### src/rtl/mbus_arb_pkg.sv
// Shared types and constants for the MBUS TX-port arbiter.
// Word width, requester limit and the arbiter FSM state encoding.
package mbus_arb_pkg;

  localparam int MBUS_WORD_W = 32;
  localparam int MAX_REQ     = 8;

  typedef enum logic [2:0] {
    ST_IDLE   = 3'd0,
    ST_SEND   = 3'd1,
    ST_DROP   = 3'd2,
    ST_NEXT   = 3'd3,
    ST_RESULT = 3'd4,
    ST_RESP   = 3'd5
  } arb_state_e;

endpackage

### src/rtl/mbus_tx_arbiter_rr_pick.sv
// Combinational round-robin picker: priority requesters mask out the rest,
// then the first candidate at or after ptr (wrapping modulo N) wins.
module rr_pick
  import mbus_arb_pkg::*;
#(
  parameter  int N    = 2,
  localparam int ID_W = $clog2(N)
) (
  input  logic [N-1:0]    req,
  input  logic [N-1:0]    prio,
  input  logic [ID_W-1:0] ptr,
  output logic            found,
  output logic [ID_W-1:0] winner
);

  localparam logic [ID_W:0] NUM = (ID_W+1)'(N);

  logic            prio_any;
  logic [N-1:0]    cand;
  logic [N-1:0]    rot;
  logic [N-1:0]    first;
  logic [ID_W:0]   pos_raw [N];
  logic [ID_W-1:0] pos     [N];
  logic [ID_W-1:0] enc     [N+1];

  assign prio_any = |(req & prio);

  // rot[gi] is the candidate gi steps after the pointer.
  for (genvar gi = 0; gi < N; gi++) begin : g_rot
    assign cand[gi]    = req[gi] & (prio[gi] | ~prio_any);
    assign pos_raw[gi] = {1'b0, ptr} + (ID_W+1)'(gi);
    assign pos[gi]     = ID_W'((pos_raw[gi] >= NUM) ? pos_raw[gi] - NUM : pos_raw[gi]);
    assign rot[gi]     = cand[pos[gi]];
  end

  assign first  = rot & (~rot + N'(1));
  assign enc[0] = '0;

  for (genvar gi = 0; gi < N; gi++) begin : g_enc
    assign enc[gi+1] = enc[gi] | (first[gi] ? ID_W'(gi) : '0);
  end

  assign found  = |cand;
  assign winner = pos[enc[N]];

endmodule

### src/rtl/mbus_tx_arbiter.sv
// Shares one mbus_general_layer_wrapper TX port between N requesters, locking
// the grant for a whole message and running the TX word/response handshakes.
module mbus_tx_arbiter
  import mbus_arb_pkg::*;
#(
  parameter  int N    = 2,
  localparam int ID_W = $clog2(N)
) (
  input  logic                     CLK,
  input  logic                     RESETn,
  input  logic [N-1:0]             req_valid,
  input  logic [N-1:0]             req_priority,
  input  logic [N*MBUS_WORD_W-1:0] req_addr,
  input  logic [N*MBUS_WORD_W-1:0] req_data,
  input  logic [N-1:0]             req_pend,
  output logic [N-1:0]             req_ack,
  output logic [N-1:0]             done,
  output logic                     done_fail,
  output logic [ID_W-1:0]          grant_id,
  output logic                     busy,
  output logic [MBUS_WORD_W-1:0]   TX_ADDR,
  output logic [MBUS_WORD_W-1:0]   TX_DATA,
  output logic                     TX_PEND,
  output logic                     TX_REQ,
  output logic                     TX_PRIORITY,
  output logic                     TX_RESP_ACK,
  input  logic                     TX_ACK,
  input  logic                     TX_SUCC,
  input  logic                     TX_FAIL
);

  localparam logic [ID_W:0] NUM = (ID_W+1)'(N);

  if (N < 2 || N > MAX_REQ) begin : g_bad_n
    $error("mbus_tx_arbiter: N must be in 2..MAX_REQ");
  end

  arb_state_e state_q, state_d;

  logic [ID_W-1:0]        grant_q, grant_d;
  logic [ID_W-1:0]        ptr_q, ptr_d;
  logic [MBUS_WORD_W-1:0] tx_addr_q, tx_addr_d;
  logic [MBUS_WORD_W-1:0] tx_data_q, tx_data_d;
  logic                   tx_pend_q, tx_pend_d;
  logic                   tx_req_q, tx_req_d;
  logic                   tx_prio_q, tx_prio_d;
  logic                   tx_resp_ack_q, tx_resp_ack_d;
  logic                   done_fail_q, done_fail_d;
  logic                   busy_q, busy_d;
  logic [N-1:0]           req_ack_q, req_ack_d;
  logic [N-1:0]           done_q, done_d;

  logic                   pick_found;
  logic [ID_W-1:0]        pick_id;
  logic                   resp_seen;
  logic [ID_W:0]          ptr_inc;
  logic [ID_W-1:0]        ptr_wrap;

  logic [MBUS_WORD_W-1:0] addr_arr [N];
  logic [MBUS_WORD_W-1:0] data_arr [N];

  for (genvar gi = 0; gi < N; gi++) begin : g_unpack
    assign addr_arr[gi] = req_addr[gi*MBUS_WORD_W +: MBUS_WORD_W];
    assign data_arr[gi] = req_data[gi*MBUS_WORD_W +: MBUS_WORD_W];
  end

  rr_pick #(.N(N)) u_pick (
    .req    (req_valid),
    .prio   (req_priority),
    .ptr    (ptr_q),
    .found  (pick_found),
    .winner (pick_id)
  );

  assign resp_seen = TX_SUCC | TX_FAIL;
  assign ptr_inc   = {1'b0, grant_q} + (ID_W+1)'(1);
  assign ptr_wrap  = (ptr_inc >= NUM) ? '0 : ptr_inc[ID_W-1:0];

  always_ff @(posedge CLK or negedge RESETn) begin
    if (!RESETn) begin
      state_q <= ST_IDLE;
    end else begin
      state_q <= state_d;
    end
  end

  // Any wrapper response before RESULT is an early completion (abort).
  always_comb begin
    state_d = state_q;
    case (state_q)
      ST_IDLE:   if (pick_found) state_d = ST_SEND;
      ST_SEND: begin
        if (resp_seen)   state_d = ST_RESP;
        else if (TX_ACK) state_d = tx_pend_q ? ST_DROP : ST_RESULT;
      end
      ST_DROP: begin
        if (resp_seen)    state_d = ST_RESP;
        else if (!TX_ACK) state_d = ST_NEXT;
      end
      ST_NEXT: begin
        if (resp_seen)               state_d = ST_RESP;
        else if (req_valid[grant_q]) state_d = ST_SEND;
      end
      ST_RESULT: if (resp_seen)  state_d = ST_RESP;
      ST_RESP:   if (!resp_seen) state_d = ST_IDLE;
      default:   state_d = ST_IDLE;
    endcase
  end

  always_comb begin
    grant_d       = grant_q;
    ptr_d         = ptr_q;
    tx_addr_d     = tx_addr_q;
    tx_data_d     = tx_data_q;
    tx_pend_d     = tx_pend_q;
    tx_req_d      = tx_req_q;
    tx_prio_d     = tx_prio_q;
    tx_resp_ack_d = tx_resp_ack_q;
    done_fail_d   = done_fail_q;
    req_ack_d     = '0;
    done_d        = '0;
    case (state_q)
      ST_IDLE: begin
        if (pick_found) begin
          grant_d   = pick_id;
          tx_addr_d = addr_arr[pick_id];
          tx_data_d = data_arr[pick_id];
          tx_pend_d = req_pend[pick_id];
          tx_prio_d = req_priority[pick_id];
          tx_req_d  = 1'b1;
        end
      end
      ST_SEND, ST_DROP, ST_NEXT: begin
        if (resp_seen) begin
          tx_req_d      = 1'b0;
          done_fail_d   = TX_FAIL;
          tx_resp_ack_d = 1'b1;
        end else if (state_q == ST_SEND && TX_ACK) begin
          tx_req_d           = 1'b0;
          req_ack_d[grant_q] = 1'b1;
        end else if (state_q == ST_NEXT && req_valid[grant_q]) begin
          tx_data_d = data_arr[grant_q];
          tx_pend_d = req_pend[grant_q];
          tx_req_d  = 1'b1;
        end
      end
      ST_RESULT: begin
        if (resp_seen) begin
          done_fail_d   = TX_FAIL;
          tx_resp_ack_d = 1'b1;
        end
      end
      ST_RESP: begin
        if (!resp_seen) begin
          tx_resp_ack_d   = 1'b0;
          done_d[grant_q] = 1'b1;
          ptr_d           = ptr_wrap;
        end
      end
      default: ;
    endcase
    // busy covers the done cycle even though the FSM is already idle.
    busy_d = (state_d != ST_IDLE) | (|done_d);
  end

  always_ff @(posedge CLK or negedge RESETn) begin
    if (!RESETn) begin
      grant_q       <= '0;
      ptr_q         <= '0;
      tx_addr_q     <= '0;
      tx_data_q     <= '0;
      tx_pend_q     <= 1'b0;
      tx_req_q      <= 1'b0;
      tx_prio_q     <= 1'b0;
      tx_resp_ack_q <= 1'b0;
      done_fail_q   <= 1'b0;
      busy_q        <= 1'b0;
      req_ack_q     <= '0;
      done_q        <= '0;
    end else begin
      grant_q       <= grant_d;
      ptr_q         <= ptr_d;
      tx_addr_q     <= tx_addr_d;
      tx_data_q     <= tx_data_d;
      tx_pend_q     <= tx_pend_d;
      tx_req_q      <= tx_req_d;
      tx_prio_q     <= tx_prio_d;
      tx_resp_ack_q <= tx_resp_ack_d;
      done_fail_q   <= done_fail_d;
      busy_q        <= busy_d;
      req_ack_q     <= req_ack_d;
      done_q        <= done_d;
    end
  end

  assign req_ack     = req_ack_q;
  assign done        = done_q;
  assign done_fail   = done_fail_q;
  assign grant_id    = grant_q;
  assign busy        = busy_q;
  assign TX_ADDR     = tx_addr_q;
  assign TX_DATA     = tx_data_q;
  assign TX_PEND     = tx_pend_q;
  assign TX_REQ      = tx_req_q;
  assign TX_PRIORITY = tx_prio_q;
  assign TX_RESP_ACK = tx_resp_ack_q;

endmodule

### config.mk
export PLATFORM = sky130hd
export DESIGN_NAME = mbus_tx_arbiter
export DESIGN_NICKNAME = d
export VERILOG_FILES = /design/src/rtl/mbus_arb_pkg.sv /design/src/rtl/mbus_tx_arbiter_rr_pick.sv /design/src/rtl/mbus_tx_arbiter.sv
export SDC_FILE = /design/constraint.sdc
export NUM_CORES = 1
export LEC_CHECK = 0
export BUFFER_PORTS_ARGS = -buffer_cell sky130_fd_sc_hd__buf_2
export CORE_MARGIN = 4
export CORE_UTILIZATION = 40
export CTS_BUF_LIST = sky130_fd_sc_hd__clkbuf_16
export DETAILED_ROUTE_END_ITERATION = 10
export GPL_TIMING_DRIVEN = 1
export PLACE_DENSITY = 0.72
export SYNTH_ARGS = -nofsm -noshare
export SYNTH_HDL_FRONTEND = slang
export SYNTH_SLANG_ARGS = --single-unit
export TNS_END_PERCENT = 5
### constraint.sdc
create_clock -name CLK -period 2.15 [get_ports CLK]
set_input_delay 0.1075 -clock CLK [delete_from_list [all_inputs] [get_ports CLK]]
set_output_delay 0.1075 -clock CLK [all_outputs]
set_load 0.02 [all_outputs]
## Word-level counts from Yosys, hierarchy flattened

Cells that the tools add are included.

| operators by class | value |
|---|---|
| reductions and logical operators | 18 |
| equality and inequality tests | 12 |
| multiplexer cells | 64 |
| $lt $le $gt $ge | 11 |
| bitwise gates (word level) | 14 |
| $add $sub $neg | 5 |

Operators by type and width:

| kind | count |
|---|---|
| $mux W32 | 13 |
| $pmux W32 S2 | 1 |
| $mux W1 | 30 |
| $mux W3 | 10 |
| $pmux W3 S6 | 1 |
| $ge A2 B2 Y1 const B | 5 |
| $mux W2 | 5 |
| $ne A2 B2 Y1 const B | 5 |
| $lt A1 B2 Y1 const B | 4 |
| $eq A3 B2 Y1 const B | 2 |
| $eq A3 B3 Y1 const B | 2 |
| $not A1 Y2 | 3 |
| $pmux W1 S2 | 3 |
| $reduce_and A2 Y1 | 3 |
| $reduce_and A3 Y1 | 2 |
| $reduce_or A2 Y1 | 3 |
| $reduce_and A5 Y1 | 1 |
| $add A1 B1 Y2 const B | 2 |
| $and A2 B2 Y2 | 2 |
| $ne A4 B4 Y1 const B | 1 |
| $or A1 B1 Y1 | 4 |
| $reduce_bool A2 Y1 | 2 |
| $reduce_or A4 Y1 | 1 |
| $eq A3 B1 Y1 const B | 1 |
| 13 further kinds | 18 |

| storage, ports and cells | value |
|---|---|
| output and inout bits | 75 |
| input port bits | 139 |
| flip-flop bits (word level) | 79 |
| word-level logic and storage cells | 137 |

## Longest topological paths before layout

| depth | value |
|---|---|
| word-level depth | 21 |
| gate-level depth with buffers | 8 |
| depth with buffers taken out | 4 |

## Modules after synthesis

A second synthesis with hierarchy kept.

| unflattened totals | value |
|---|---|
| cell total of the unflattened synthesis | 390 |
| area, all modules | 3659.8 µm² |

Modules (own cells, without submodules):

| module | cells each | area an instance (µm²) | seq. area each (µm²) | times used |
|---|---|---|---|---|
| mbus_tx_arbiter | 384 | 3624.7 | 1976.9 | 1 |
| rr_pick | 6 | 35.0 | 0.0 | 1 |

## Least setup slack after synthesis

Ideal clock, no wire load.

| timing | value |
|---|---|
| path type | reg2reg |
| from | register state_q[0] |
| to | register tx_data_q[0] (netlist: TX_DATA[0]) |
| data required time | 2021 ps |
| setup time | 129 ps |
| data arrival time | 1583 ps |
| slack | 438 ps |
| path buffers | 4 |
| stages on the path, launching flop included | 9 |
| cells stage by stage | dfrtp_1 > buf_2 > or3_1 > buf_2 > o2bb2ai_4 > and2_1 > buf_4 > buf_6 > a31oi_1 |

| between the ends | value |
|---|---|
| longest elaborated chain between the ends | 4 |

RTL lines:

| element | RTL line | RTL |
|---|---|---|
| from (decl) | mbus_tx_arbiter.sv:38 | `arb_state_e state_q, state_d;` |
| from (signal assigned) | mbus_tx_arbiter.sv:83 | `state_q <= state_d;` |
| $eq A3 B1 Y1, or another cell as far along | mbus_tx_arbiter.sv:122, mbus_tx_arbiter.sv:138 |  |
| $reduce_or A3 Y1, or another cell as far along | mbus_tx_arbiter.sv:122 | `case (state_q)` |
| $ne A2 B2 Y1 (no line) / $reduce_bool A2 Y1 (equally long branches) | - |  |
| $reduce_and A5 Y1 (no line) | - |  |
| to (signal assigned) | mbus_tx_arbiter.sv:184 | `tx_data_q <= tx_data_d;` |
| to (decl) | mbus_tx_arbiter.sv:43 | `logic [MBUS_WORD_W-1:0] tx_data_q, tx_data_d;` |

Parallel ways exist; a longest one is shown, timed or not.
A chain may end at the register's enable or synchronous reset.

## Final worst setup path

| timing | value |
|---|---|
| from | register state_q[0] |
| to | register tx_data_q[31] (netlist: TX_DATA[31]) |

The elaborated chain is that of the path after synthesis.

==> run_results.csv <==
group,metric,value,unit
worst_setup_path,crit_required,2400,ps
logic_synthesis,async_reset_ff_frac,1.00,
clock_network,clk_pin_slew,60,ps
logic_synthesis,synth_mux_area_frac,0.00535,
logic_synthesis,syn-num-nets,583,
cells_and_area,final_util,0.562,
logic_synthesis,synth_xor_xnor_area_share,0,
global_route,grt_usage,0.192,
global_route,grt_pass1_wl,17900,um
placement,dpl.hpwl,8360,um
job,cap_violations,0,
logic_synthesis,synth_simple_gate_area_share,0.208,
timing,rsz0062_at_grt,"false",
cells_and_area,final_cell_mix,"buf_2, dfrtp_1, nand2_1, a31oi_1, nor2_1",
logic_synthesis,yosys_warnings,0,
worst_setup_path,arrival,2140,ps
global_route,globalRouteOverflowTotal,0,
routing,num_vias,4019,
routing,drt-total-wl,11400,um
outcome,status,"finished, final reports clean",
pwr,p_leak,2.58,nW
timing,fin_worst_skew,4.39,ps
die,fp-row-count,36,
pwr,total_power,7.70,mW
timing,tightest_slew,574,ps
logic_synthesis,ys_ff_latch,79,
clock_network,cts_root_buf,"clkbuf_16",
logic_synthesis,ys_seq_area_frac,0.497,
timing,hold_viol,0,
die,initial_core_util,0.408,
global_route,antenna_found_initial,0,
routing,wl_per_cell,14.7,um
cells_and_area,syn2layout_area_growth,37.6,%
routing,remaining_drc_errors,0,
die,die_x,108,um
cells_and_area,fin_area,5470,um2
logic_synthesis,syn_inst,444,
worst_setup_path,startpoint_type,"flip-flop",
logic_synthesis,synth_edf_count,0,
routing,viasPerCell,5.17,
clock_network,numClockSinks,79,
hold_path,min-delay-path-class,"in -> reg",
routing,drt-initial-drc-count,276,
logic_synthesis,synth_top_family_by_area,"compound AO/OA/AOI/OAI gates",
placement,numPortBuffers,213,
timing,tns,0,ps
die,core_area,9730,um2
routing,ant_nets,0,
timing,slew_viol_final,0,
worst_setup_path,end_kind,"flip-flop",
cells_and_area,antenna_cells,0,
clock_network,cts_tree,"built",
logic_synthesis,synth_top_area_share,0.497,
worst_setup_path,path_class,"reg -> reg",
pwr,p_per_area,1410,nW/um2
placement,placed_area,5180,um2
cells_and_area,final_common_cell,"buf_2",
clock_network,cts_resized,0,
timing,setup_viol,0,
timing,fin_crit_sh,0.879,
die,io-pin-count,214,
timing,relSlewSlack,0.618,
placement,routabilityCongestion,0.855,
logic_synthesis,synth-main-ff-cell,"dfrtp_1",
routing,first_pass_iters,4,
logic_synthesis,synthAdderAreaFrac,0,
cells_and_area,nets,778,
clock_network,h-tree-depth,3,
timing,fmax,0.529,GHz
logic_synthesis,synth_compound_gate_area_share,0.234,
clock_network,cts-buffers-inserted,9,
clock_network,clk_latency,320,ps
die,die_area,11600,um2
global_route,grt_max_degree,69,
die,die_height,108,um
cells_and_area,layout-drive-gt1-share,0.391,
logic_synthesis,syn_area,3970,um2
clock_network,clk_path_buf_depth,2,
logic_synthesis,synth_area_per_cell,8.95,um2
pwr,ir_worst_vdd,0.630,mV
worst_setup_path,worstPathMaxFanout,66,
timing,min_period,1890,ps
logic_synthesis,yosys.area.top_type,"dfrtp_1",
global_route,grt_pass1_vias,3827,
logic_synthesis,synth_area_leaders,"dfrtp_1, a31oi_1, nand2_1, or3b_1, o21ai_0",
logic_synthesis,synth_cell_types,40,
==> worst paths after layout <==
check | from | endpoint | slack [ps] | depth (start not counted)
max in group asynchronous | RESETn | TX_ADDR[8] | 1220 | 3
worst max register to register | state_q[0] | TX_DATA[31] | 260 | 5
min in group asynchronous | RESETn | TX_ADDR[3] | 310 | 2
worst min-delay path | req_addr[25] | TX_ADDR[25] | 40 | 3
worst max-delay path | state_q[0] | TX_DATA[31] | 260 | 5
worst min register to register | TX_REQ | TX_REQ | 490 | 1
==> cell families after synthesis <==
kind of cell    Yosys count
flops                    79
simple gates            163
buf+inv                  44
mux                       2
compound gates          156
==> area by class of cell <==
| type | instances | area (um2) |
|---|---|---|
| Fill cell | 926 | 4260 |
| Sequential cell | 79 | 1980 |
| Multi-Input combinational cell | 321 | 1810 |
| Timing Repair Buffer | 225 | 1220 |
| Clock buffer | 9 | 225 |
| Tap cell | 133 | 166 |
| Clock inverter | 7 | 55.1 |
| Inverter | 3 | 11.3 |
==> sequential cells by signal, summed over array words and instances (netlist names) <==
| register | flops |
|---|---|
| TX_ADDR | 32 |
| TX_DATA | 32 |
| state_q | 3 |
| done | 2 |
| req_ack | 2 |
| TX_PEND | 1 |
| TX_PRIORITY | 1 |
| TX_REQ | 1 |
| TX_RESP_ACK | 1 |
| busy | 1 |
| done_fail | 1 |
| grant_id | 1 |
| ptr_q | 1 |
==> what timing repair did <==
item                                    in CTS  in global routing
hold buffers                                 1                  0
setup buffers                                0                  0
hold endpoints to repair                    40                  0
endpoints found under the setup margin       0                  0
==> metal layers <==
metal / vias to the layer above / part of all wire / global-route usage / wire [um]
met2: 193 / 0.45 / 0.312 / 5200
met1: 1841 / 0.43 / 0.251 / 4960
met5: - / 0 / 0 / 0
met4: 0 / 0.015 / 0.0667 / 172
li1: 1972 / - / - / -
met3: 13 / 0.096 / 0.0462 / 1090
==> per-stage QoR <==
step | hold WS (ps) | setup WS [ps] | instances
after global routing | 28.2 | 156 | 777
after CTS | 23.7 | 269 | 777
after floorplan | -188 | 438 | 444
final | 36.9 | 260 | 777
after detailed placement | 125 | 259 | 760
after global placement | 116 | 304 | 760
==> worst max-delay path, stage by stage, from the launching register on <==
cell and delay [ps]:
dfrtp_1 470, o21ba_2 300, mux2i_4 200, buf_12 200, or3b_2 460, a31oi_1 160
==> cells in the mapped netlist (2+ instances only) <==
cell type  number
o21ai_1         2
nand3_1         2
a21oi_1        36
buf_6           4
o21ai_0        38
a31oi_1        67
or3b_2          6
o21a_1          2
inv_1           3
nand2b_1        2
dfrtp_1        79
o21bai_1        3
buf_2          17
nor2_1         44
nand2_1        69
or3b_1         27
clkbuf_1       19
nor3b_1         2
==> report_power, final <==
part	switching (mW)	internal, mW
clock network	0.550	0.878
logic	2.31	1.35
registers	0.416	2.20
Power figures use the tool's default switching activity.
